<file path="config.mk">
export PLATFORM = sky130hd
export DESIGN_NAME = spi_pwm_motor_array
export DESIGN_NICKNAME = d
export VERILOG_FILES = /design/src/rtl/pwm_spi_pkg.sv /design/src/rtl/spi_frame_rx.sv /design/src/rtl/spi_pwm_motor_array.sv
export SDC_FILE = /design/constraint.sdc
export NUM_CORES = 1
export LEC_CHECK = 0
export CAP_MARGIN = 20
export CORE_UTILIZATION = 60
export CTS_CLUSTER_DIAMETER = 100
export CTS_CLUSTER_SIZE = 10
export DETAILED_ROUTE_END_ITERATION = 8
export GPL_ROUTABILITY_DRIVEN = 1
export HOLD_SLACK_MARGIN = 0.03
export PLACE_DENSITY = 0.81
export SYNTH_ARGS = -nofsm -noshare
export SYNTH_HDL_FRONTEND = slang
export SYNTH_SLANG_ARGS = --single-unit
</file>
<file path="constraint.sdc">
create_clock -name clk -period 3.28 [get_ports clk]
set_clock_uncertainty 0.1 [all_clocks]
set_input_delay 0.656 -clock clk [delete_from_list [all_inputs] [get_ports clk]]
set_output_delay 0.656 -clock clk [all_outputs]
set_load 0.1 [all_outputs]
</file>
<file path="src/rtl/pwm_spi_pkg.sv">
// Shared types and helpers for the SPI-commanded PWM motor driver.
// Channel command word layout and frame width helper.
package pwm_spi_pkg;

  localparam int unsigned DUTY_W = 7;

  localparam logic DIR_FWD = 1'b1;
  localparam logic DIR_REV = 1'b0;

  typedef struct packed {
    logic              dir;
    logic [DUTY_W-1:0] duty;
  } chan_cmd_t;

  function automatic int unsigned frame_w(
    input int unsigned n_ch,
    input int unsigned duty_w
  );
    return n_ch * (duty_w + 1);
  endfunction

endpackage

</file>
<file path="src/rtl/spi_frame_rx.sv">
// Oversampled SPI frame receiver: input syncs, shift register,
// bit counter, commit pulse and frame error pulse.
module spi_frame_rx
  import pwm_spi_pkg::*;
#(
  parameter  int unsigned N_CH   = 2,
  parameter  int unsigned DUTY_W = 7,
  localparam int unsigned FW     = frame_w(N_CH, DUTY_W)
) (
  input  logic          clk,
  input  logic          reset,
  input  logic          sck,
  input  logic          sdi,
  input  logic          load,
  output logic          sdo,
  output logic [FW-1:0] frame,
  output logic          commit,
  output logic          frame_err
);

  localparam int unsigned CNT_W = $clog2(FW + 2);

  logic [1:0]       sck_q;
  logic [1:0]       sdi_q;
  logic [1:0]       load_q;
  logic             sck_d;
  logic             load_d;
  logic [CNT_W-1:0] cnt;
  logic             sck_rise;
  logic             sck_fall;
  logic             load_rise;
  logic             load_fall;

  assign sck_rise  = sck_q[1] & ~sck_d;
  assign sck_fall  = ~sck_q[1] & sck_d;
  assign load_rise = load_q[1] & ~load_d;
  assign load_fall = ~load_q[1] & load_d;

  always_ff @(posedge clk) begin
    if (reset) begin
      sck_q     <= '0;
      sdi_q     <= '0;
      load_q    <= '0;
      sck_d     <= 1'b0;
      load_d    <= 1'b0;
      cnt       <= '0;
      frame     <= '0;
      sdo       <= 1'b0;
      commit    <= 1'b0;
      frame_err <= 1'b0;
    end else begin
      sck_q  <= {sck_q[0], sck};
      sdi_q  <= {sdi_q[0], sdi};
      load_q <= {load_q[0], load};
      sck_d  <= sck_q[1];
      load_d <= load_q[1];

      if (load_rise) begin
        cnt <= '0;
      end else if (sck_rise && load_q[1]) begin
        frame <= {frame[FW-2:0], sdi_q[1]};
        if (cnt != CNT_W'(FW + 1))
          cnt <= cnt + 1'b1;
      end

      // Readback lags one half-bit so the MCU sees the prior frame.
      if (sck_fall)
        sdo <= frame[FW-1];

      commit    <= load_fall && (cnt == CNT_W'(FW));
      frame_err <= load_fall && (cnt != CNT_W'(FW));
    end
  end

endmodule

</file>
<file path="src/rtl/spi_pwm_motor_array.sv">
// N-channel SPI-commanded H-bridge PWM driver.
// Optional watchdog failsafe: define SPI_PWM_WDOG_EN.
module spi_pwm_motor_array
  import pwm_spi_pkg::*;
#(
  parameter int unsigned N_CH         = 2,
  parameter int unsigned DUTY_W       = 7,
  parameter int unsigned PRESCALE     = 51,
  parameter int unsigned WDOG_PERIODS = 64
) (
  input  logic              clk,
  input  logic              reset,
  input  logic              sck,
  input  logic              sdi,
  input  logic              load,
  output logic              sdo,
  output logic [N_CH-1:0]   enable,
  output logic [2*N_CH-1:0] a,
  output logic              frame_err,
  output logic              debug_light
);

  localparam int unsigned FW    = frame_w(N_CH, DUTY_W);
  localparam int unsigned CW    = DUTY_W + 1;
  localparam int unsigned PMAX  = (1 << DUTY_W) - 1;
  localparam int unsigned PRE_W =
    (PRESCALE > 1) ? $clog2(PRESCALE) : 1;

  logic [FW-1:0]     rx_frame;
  logic              rx_commit;
  logic [PRE_W-1:0]  pre_cnt;
  logic [PRE_W-1:0]  pre_nxt;
  logic [DUTY_W-1:0] pwm_cnt;
  logic [DUTY_W-1:0] pwm_nxt;
  logic              tick;
  logic              bnd;
  logic              wdog_trip;

  logic [N_CH-1:0]   rx_dir;
  logic [N_CH-1:0]   pend_dir;
  logic [N_CH-1:0]   pend_dir_nxt;
  logic [N_CH-1:0]   act_dir;
  logic [N_CH-1:0]   act_dir_nxt;
  logic [N_CH-1:0]   en_nxt;
  logic [2*N_CH-1:0] a_nxt;
  logic [DUTY_W-1:0] rx_duty      [N_CH];
  logic [DUTY_W-1:0] pend_duty    [N_CH];
  logic [DUTY_W-1:0] pend_duty_nxt[N_CH];
  logic [DUTY_W-1:0] act_duty     [N_CH];
  logic [DUTY_W-1:0] act_duty_nxt [N_CH];

  spi_frame_rx #(
    .N_CH   (N_CH),
    .DUTY_W (DUTY_W)
  ) u_rx (
    .clk       (clk),
    .reset     (reset),
    .sck       (sck),
    .sdi       (sdi),
    .load      (load),
    .sdo       (sdo),
    .frame     (rx_frame),
    .commit    (rx_commit),
    .frame_err (frame_err)
  );

  always_comb begin
    tick    = (pre_cnt == PRE_W'(PRESCALE - 1));
    bnd     = tick && (pwm_cnt == DUTY_W'(PMAX - 1));
    pre_nxt = tick ? '0 : pre_cnt + 1'b1;
    pwm_nxt = pwm_cnt;
    if (bnd)
      pwm_nxt = '0;
    else if (tick)
      pwm_nxt = pwm_cnt + 1'b1;

    rx_dir        = '0;
    pend_dir_nxt  = '0;
    act_dir_nxt   = '0;
    en_nxt        = '0;
    a_nxt         = '0;
    rx_duty       = '{default: '0};
    pend_duty_nxt = '{default: '0};
    act_duty_nxt  = '{default: '0};

    for (int i = 0; i < N_CH; i++) begin
      rx_dir[i]  = rx_frame[(N_CH-1-i)*CW + DUTY_W];
      rx_duty[i] = rx_frame[(N_CH-1-i)*CW +: DUTY_W];

      pend_dir_nxt[i]  = rx_commit ? rx_dir[i] : pend_dir[i];
      pend_duty_nxt[i] = rx_commit ? rx_duty[i] :
                         wdog_trip ? '0 : pend_duty[i];

      // Reload only at the period boundary to keep pulses whole.
      act_dir_nxt[i]  = bnd ? pend_dir_nxt[i]  : act_dir[i];
      act_duty_nxt[i] = bnd ? pend_duty_nxt[i] : act_duty[i];

      en_nxt[i] = (pwm_nxt < act_duty_nxt[i]);
      if (act_duty_nxt[i] != '0)
        a_nxt[2*i +: 2] = {act_dir_nxt[i] == DIR_FWD,
                           act_dir_nxt[i] == DIR_REV};
    end
  end

`ifdef SPI_PWM_WDOG_EN
  localparam int unsigned WD_W = $clog2(WDOG_PERIODS + 1);

  logic [WD_W-1:0] wdog_cnt;

  assign wdog_trip = bnd && !rx_commit &&
                     (wdog_cnt >= WD_W'(WDOG_PERIODS - 1));

  always_ff @(posedge clk) begin
    if (reset)
      wdog_cnt <= '0;
    else if (rx_commit)
      wdog_cnt <= '0;
    else if (bnd && wdog_cnt != WD_W'(WDOG_PERIODS))
      wdog_cnt <= wdog_cnt + 1'b1;
  end
`else
  logic unused_wdog;

  assign wdog_trip   = 1'b0;
  assign unused_wdog = ^WDOG_PERIODS;
`endif

  always_ff @(posedge clk) begin
    if (reset) begin
      pre_cnt     <= '0;
      pwm_cnt     <= '0;
      pend_dir    <= '0;
      act_dir     <= '0;
      enable      <= '0;
      a           <= '0;
      debug_light <= 1'b0;
      for (int i = 0; i < N_CH; i++) begin
        pend_duty[i] <= '0;
        act_duty[i]  <= '0;
      end
    end else begin
      pre_cnt     <= pre_nxt;
      pwm_cnt     <= pwm_nxt;
      pend_dir    <= pend_dir_nxt;
      act_dir     <= act_dir_nxt;
      enable      <= en_nxt;
      a           <= a_nxt;
      debug_light <= debug_light ^ rx_commit;
      for (int i = 0; i < N_CH; i++) begin
        pend_duty[i] <= pend_duty_nxt[i];
        act_duty[i]  <= act_duty_nxt[i];
      end
    end
  end

endmodule

</file>
==> results by group, run 1 <==
Timing
  • RSZ-0062 raised after global routing: no
  • Tcrit/Tclk final: 89.2%
  • Slew at the pin with the worst max-slew slack: roughly 0.76 ns
  • Final slew viol count: 0
  • Endpoints failing hold: 0
  • # setup viols final: 0
  • Post-Route Setup TNS: 0 ns
  • Tmin final: around 3 ns
  • Fmax: between 300 and 400 MHz
  • Rel. slew slack: around half

Yosys
  • Post-synth ARST share: 0%
  • Netlist cell types: 52
  • Post-Syn Instances: roughly 400
  • Primary FF master, synth: dfxtp_1
  • Sequential element share of the synthesized area: 45.4%
  • Yosys warns: 0
  • Cell Area, Synth: 3700 µm²
  • Post-synth EDFFs: 0
  • Yosys reg bits: 84
  • Syn Area/Cell: between 9 and 10 µm²
  • Synth Net Count: roughly 420

Power
  • P_leak: between 0.0015 and 0.002 µW
  • Sw power: 399 µW
  • VDD IR max: ~0.00035 V
  • Sw frac: 20.5%
  • Combinational share of power: between 2 and 2.5%
  • PwrDens: 474 nW/µm²
  • Internal Power: roughly 1500 µW
  • Sequential share of power: roughly 53%
  • Clock share of power: 44.8%

Routing
  • Routed wire per std cell: 14.9 µm
  • Starting DRT DRC Count: 122
  • DR vias: between 2000 and 3000
  • Routed wire length: about 7300 µm
  • Via-per-instance ratio: 5.72
  • DR pass1 iterations: 4
  • Drt drc: 0
  • Post-DRT Antenna Nets: 0

Critical path
  • Crit path max fanout: 10
  • Path type of the worst setup path: flop to flop
  • Startpoint class of the critical path: flop
  • Worst EP required: ~3.5 ns
  • Critical Path End Type: flop
  • WP data arrival: between 3 and 4 ns

Floorplan
  • Die Y: around 81 µm
  • Die X: between 80 and 90 µm
  • DIE AREA: between 6000 and 7000 µm²
  • Core outline area: 5960 µm²
  • Initial Util: 62.2%
  • Num rows: 28
  • I/O pin total: 14

Placed design
  • Post-DP HPWL: 5210 µm
  • Placed cell areas: between 3000 and 4000 µm²
  • Port buffer count: 13
  • Placed Cells incl. Taps: roughly 470
  • Routability cong.: between 0.9 and 1

Global routing
  • Vias in the first global route: between 2000 and 3000
  • GRT overflow: 0
  • First-pass GRT wire length: 12500 µm
  • Largest net degree at the start of global routing: 41
  • Gr usage total: around a quarter
  • Initial antenna violation count: 0

Clock network
  • Post-CTS Hold Buffers: 0
  • Clock-pin slew on the worst setup and hold paths: about 0.08 ns
  • CTS Buffer Depth: 2
  • Root Driver: clkbuf_8
  • Clock latency on the worst-skew pair: around 0.36 ns
  • # clock sinks: 84
  • Post-CTS sizing: 0
  • CTS buffer count: 9
  • H-tree depth: 3
  • CTS tree: built
  • Setup bufs post-CTS: 0

Final layout
  • P&R area growth vs syn: 10.9%
  • Post-Layout Cell Count: just under 500
  • ANT cells: 0
  • Final design instance area without fill: roughly 4100 µm²
  • Final #Nets: approximately 430
  • Fin util: between 60 and 70%
  • Share of layout cells above drive strength 1: about an eighth

Status
  • Status: complete, no violations

Hold path
  • Min-delay worst type: flop to flop

Run
  • # Max-Cap Violations: 0
critical path: stages, from the launching register on:
cell and delay [ns]:
dfxtp_1 0.34, inv_1 0.07, ha_1 0.15, nand2b_1 0.13, nor2_1 0.57, nand3_1 0.19
a32o_1 0.28, ha_1 0.20, a21o_1 0.15, a211oi_1 0.36, nand3_1 0.12, o211ai_1 0.20
final cells by class:
class | instances | area, µm²
multi-input cells | 285 | 1910
inverters | 9 | 33.8
flip-flops and latches | 84 | 1680
clock inverters | 6 | 113
well taps | 75 | 93.8
fillers | 470 | 1850
clock buffers | 10 | 128
repair buffers | 19 | 148
cells by family after synthesis:
family / Yosys count / share of synthesized area [%]
buffers and inverters: 26 / 3.04
AND/OR/NAND/NOR: 162 / 22.7
multiplexers: 32 / 9.05
AO/OA/AOI/OAI: 63 / 11.2
adder cells (fa/ha/maj): 19 / 6.42
flip-flops: 84 / 45.4
XOR/XNOR: 9 / 2.13
cell usage in the layout, fill, tap and decap left out, drive strengths merged, types with 3 or more instances in the layout:
master         count
bufinv             3
dfxtp             84
clkinv             3
nand4              5
o211ai             4
nand2             48
mux2              12
xor2               5
o21ai              6
a21o               4
a32o               3
buf               16
mux2i             20
inv                9
ha                19
a211oi             5
xnor2              4
nor2b             26
a21oi             30
nor3              11
nand3              6
and2               3
clkdlybuf4s50      3
nor4               5
clkbuf            10
nor2              37
cells in the mapped netlist, types with 5 or more instances:
| library cell | instances | area (µm²) |
|---|---|---|
| clkbuf_1 | 9 | 33.8 |
| xor2_1 | 5 | 43.8 |
| o21ai_0 | 6 | 30.0 |
| dfxtp_1 | 84 | 1680 |
| nand3_1 | 6 | 30.0 |
| mux2_2 | 12 | 135 |
| nor3_1 | 11 | 55.1 |
| nor2_1 | 37 | 139 |
| nand2_1 | 48 | 180 |
| nor2b_1 | 26 | 163 |
| mux2i_1 | 20 | 200 |
| a21oi_1 | 30 | 150 |
| inv_1 | 9 | 33.8 |
| ha_1 | 19 | 238 |
flip-flops by register name (all words and copies together) (netlist names), 4 cells and up:
name        cells
a               4
act_duty       14
pend_duty      14
pre_cnt         6
pwm_cnt         7
u_rx.cnt        5
u_rx.frame     16
through the flow:
stage / total power [µW] / worst slack [ns] / hold WS [ns]
floorplan: 1090 / 0.706 / 0.314
global placement: 1100 / 0.510 / 0.318
detailed placement: 1100 / 0.408 / 0.326
CTS: 1960 / 0.388 / 0.346
global route: 2010 / 0.129 / 0.365
finish: 1950 / 0.355 / 0.341
metal layers:
| metal | track usage [%] | wire, µm |
|---|---|---|
| met1 | 31.1 | 3420 |
| met2 | 42.6 | 3490 |
| met3 | 4.89 | 192 |
| met4 | 12.3 | 140 |
| met5 | 0 | 0 |
power groups by stage:
| stage | registers, µW | clock network (µW) | logic [µW] |
|---|---|---|---|
| after CTS | 1030 | 885 | 43.4 |
| after floorplan | 1060 | 0 | 29.7 |
| after global placement | 1050 | 0 | 41.2 |
| final | 1030 | 873 | 43.1 |
| after detailed placement | 1060 | 0 | 43.3 |
| after global routing | 1030 | 931 | 47.6 |
worst paths after layout:
check                     start             to  slack, ns  cells past startpoint
setup reg to reg     pre_cnt[0]      enable[0]       0.35                     11
setup / recovery     pre_cnt[0]      enable[0]       0.35                     11
hold / removal    u_rx.sck_q[0]  u_rx.sck_q[1]       0.34                      1
hold reg to reg   u_rx.sck_q[0]  u_rx.sck_q[1]       0.34                      1
(Power assumes the default switching activity.)
==> run 2, diff against run 1 <==
--- a/config.mk
+++ b/config.mk
@@ -6,13 +6,14 @@
 export NUM_CORES = 1
 export LEC_CHECK = 0
 export CAP_MARGIN = 20
-export CORE_UTILIZATION = 60
+export CORE_UTILIZATION = 61
 export CTS_CLUSTER_DIAMETER = 100
 export CTS_CLUSTER_SIZE = 10
 export DETAILED_ROUTE_END_ITERATION = 8
+export DONT_BUFFER_PORTS = 1
 export GPL_ROUTABILITY_DRIVEN = 1
 export HOLD_SLACK_MARGIN = 0.03
-export PLACE_DENSITY = 0.81
+export PLACE_DENSITY = 0.79
 export SYNTH_ARGS = -nofsm -noshare
 export SYNTH_HDL_FRONTEND = slang
 export SYNTH_SLANG_ARGS = --single-unit
==> run 2 against run 1 <==
Effect of this change:
- critical path depth decreased by 1
- via count decreased by 2.8%
- cell area decreased by 3.7%
- sequential power about the same
- global-route usage decreased by 1.9 points
- clock-buffer cell count unchanged
- die area decreased by 1.6%
- cell count decreased by 3.3%
- largest cell class unchanged
- largest power group unchanged
- highest routed layer unchanged
==> results by group, run 2 (synthesis gave the netlist of run 1 again) <==
Final layout
  • Largest reg by FF count: u_rx.frame (unchanged)
  • Largest register FFs: 16 (unchanged)
  • Most frequent cells in the layout: 84 x dfxtp_1, 48 x nand2_1, 37 x nor2_1 (unchanged)
  • Register area: 1680 µm² (unchanged)
  • Most common cell after layout, fill and taps aside: dfxtp_1 (unchanged)
  • Area of the multi-input gates: 1910 µm² (unchanged)
  • Share of layout cells above drive strength 1: 9.82% (was 12.6%)
  • Final #Nets: 416 (was 432)
  • ANT cells: 0 (unchanged)
  • P&R area growth vs syn: 6.75% (was 10.9%)
  • Regs by FF count: u_rx.frame: 16 flops, act_duty: 14 flops, pend_duty: 14 flops (unchanged)
  • Fill count: 486 (was 470)

Timing
  • # setup viols final: 0 (unchanged)
  • Slew at the pin with the worst max-slew slack: 0.988 ns (was 0.757 ns)
  • Endpoints failing hold: 0 (unchanged)
  • Fmax: 347 MHz (was 342 MHz)
  • Post-Route Setup TNS: 0 ns (unchanged)
  • Tcrit/Tclk final: 87.9% (was 89.2%)
  • RSZ-0062 raised after global routing: no (unchanged)
  • Tmin final: 2.88 ns (was 2.93 ns)
  • Rel. slew slack: 34.1% (was 49.5%)
  • Final slew viol count: 0 (unchanged)
  • Setup slack after layout: 0.396 ns (was 0.355 ns)

Floorplan
  • Core outline area: 5890 µm² (was 5960 µm²)
  • Initial Util: 62.9% (was 62.2%)
  • Die X: 79.9 µm (was 80.6 µm)
  • Die Y: 79.9 µm (was 80.6 µm)
  • Num rows: 28 (unchanged)
  • DIE AREA: 6390 µm² (was 6490 µm²)
  • I/O pin total: 14 (unchanged)

Global routing
  • First-pass GRT wire length: 11400 µm (was 12500 µm)
  • GRT overflow: 0 (unchanged)
  • Gr usage total: 23.5% (was 25.4%)
  • Initial antenna violation count: 0 (unchanged)
  • Largest net degree at the start of global routing: 83 (was 41)
  • Vias in the first global route: 2528 (was 2756)

Clock network
  • # clock sinks: 84 (unchanged)
  • Clock latency on the worst-skew pair: 0.36 ns (about the same)
  • CTS buffer count: 9 (unchanged)
  • Post-CTS sizing: 0 (unchanged)
  • Post-CTS Hold Buffers: 0 (unchanged)
  • CTS tree: built (unchanged)
  • CTS Buffer Depth: 2 (unchanged)
  • H-tree depth: 3 (unchanged)
  • Clock-pin slew on the worst setup and hold paths: 0.08 ns (about the same)
  • Root Driver: clkbuf_8 (unchanged)
  • Setup bufs post-CTS: 0 (unchanged)

Power
  • PwrDens: 455 nW/µm² (was 474 nW/µm²)
  • P_leak: 0.00148 µW (was 0.00158 µW)
  • VDD IR max: 0.000284 V (was 0.000345 V)

Run
  • # Max-Cap Violations: 0 (unchanged)

Placed design
  • Post-DP HPWL: 4870 µm (was 5210 µm)
  • Routability cong.: 0.948 (was 0.960)
  • DP Worst Slack: 0.481 ns (was 0.408 ns)
  • Port buffer count: 0 (was 13)

Routing
  • Routed wire length: 7030 µm (was 7250 µm)
  • DR vias: 2715 (was 2792)
  • Drt drc: 0 (unchanged)
  • Via-per-instance ratio: 5.75 (was 5.72)
  • Starting DRT DRC Count: 93 (was 122)
  • Routed wire per std cell: 14.9 µm (about the same)
  • Post-DRT Antenna Nets: 0 (unchanged)
  • DR pass1 iterations: 4 (unchanged)

Critical path
  • R2R Setup Slk: 0.40 ns (was 0.35 ns)
  • Critical Path End Type: flop (unchanged)
  • Crit path max fanout: 22 (was 10)
  • WP data arrival: 3.07 ns (was 3.10 ns)
  • Worst EP required: 3.46 ns (about the same)
  • Path type of the worst setup path: flop to flop (unchanged)
  • Startpoint class of the critical path: flop (unchanged)

Hold path
  • Min-delay worst type: input pin to flop (was flop to flop)

Status
  • Status: complete, no violations (unchanged)
[run 2: cell count changes in the layout (fill, tap and decap cells not counted)]
cell / change
buf_4: -13
clkinvlp_4: +1
clkinv_2: -1
bufinv_16: -2
buf_2: -1
inv_6: +2
buf_12: +1
clkdlybuf4s50_1: -3
[run 2: area by class of cell]
class | instances | area share [%]
Clock buffer | 10 | 3.23
Tap cell | 75 | 2.37
Clock inverter | 6 | 1.83
Inverter | 9 | 0.854
Multi-Input combinational cell | 285 | 48.3
Timing Repair Buffer | 3 | 0.886
Sequential cell | 84 | 42.5
[run 2: metrics by stage]
step                      hold slack [ns]  cell area [µm²]  power (µW)  instances  utilization [%]
after global placement              0.320             3750        1080        456             63.8
after detailed placement            0.326             3750        1080        456             63.8
after floorplan                     0.314             3700        1090        395                -
after global routing                0.249             3960        1860        472             67.2
after CTS                           0.252             3960        1810        472             67.2
final                               0.260             3960        1800        472             67.2
[run 2: final timing paths]
kind / startpoint / to / depth (start not counted)
worst max register to register: pwm_cnt[0] / enable[0] / 10
worst max-delay path: pwm_cnt[0] / enable[0] / 10
worst min-delay path: reset / pwm_cnt[6] / 1
worst min register to register: u_rx.sdi_q[0] / u_rx.sdi_q[1] / 1
[run 2: routing by layer]
layer	GRT usage, %	part of all wire [%]	up-vias	routed length (µm)
li1	-	-	1375	-
met1	28.6	47	1286	3280
met2	39.1	48	37	3370
met3	5.94	3.0	17	208
met4	10.5	2.5	0	174
met5	0	0	-	0
[run 2: power breakdown]
part	total [µW]	switching, µW	internal (µW)
Clock	747	386	360
Sequential	1030	6.26	1030
Combinational	19.5	10.0	9.45
Total	1800	403	1400
[run 2: worst max-delay path: stages, from the launching register on]
cell	delay, ns
dfxtp_1	0.39
inv_1	0.15
ha_1	0.20
nand2_1	0.17
nor4_4	0.35
buf_12	0.24
mux2i_1	0.29
ha_1	0.29
a211oi_1	0.35
nand3_1	0.12
o211ai_1	0.17
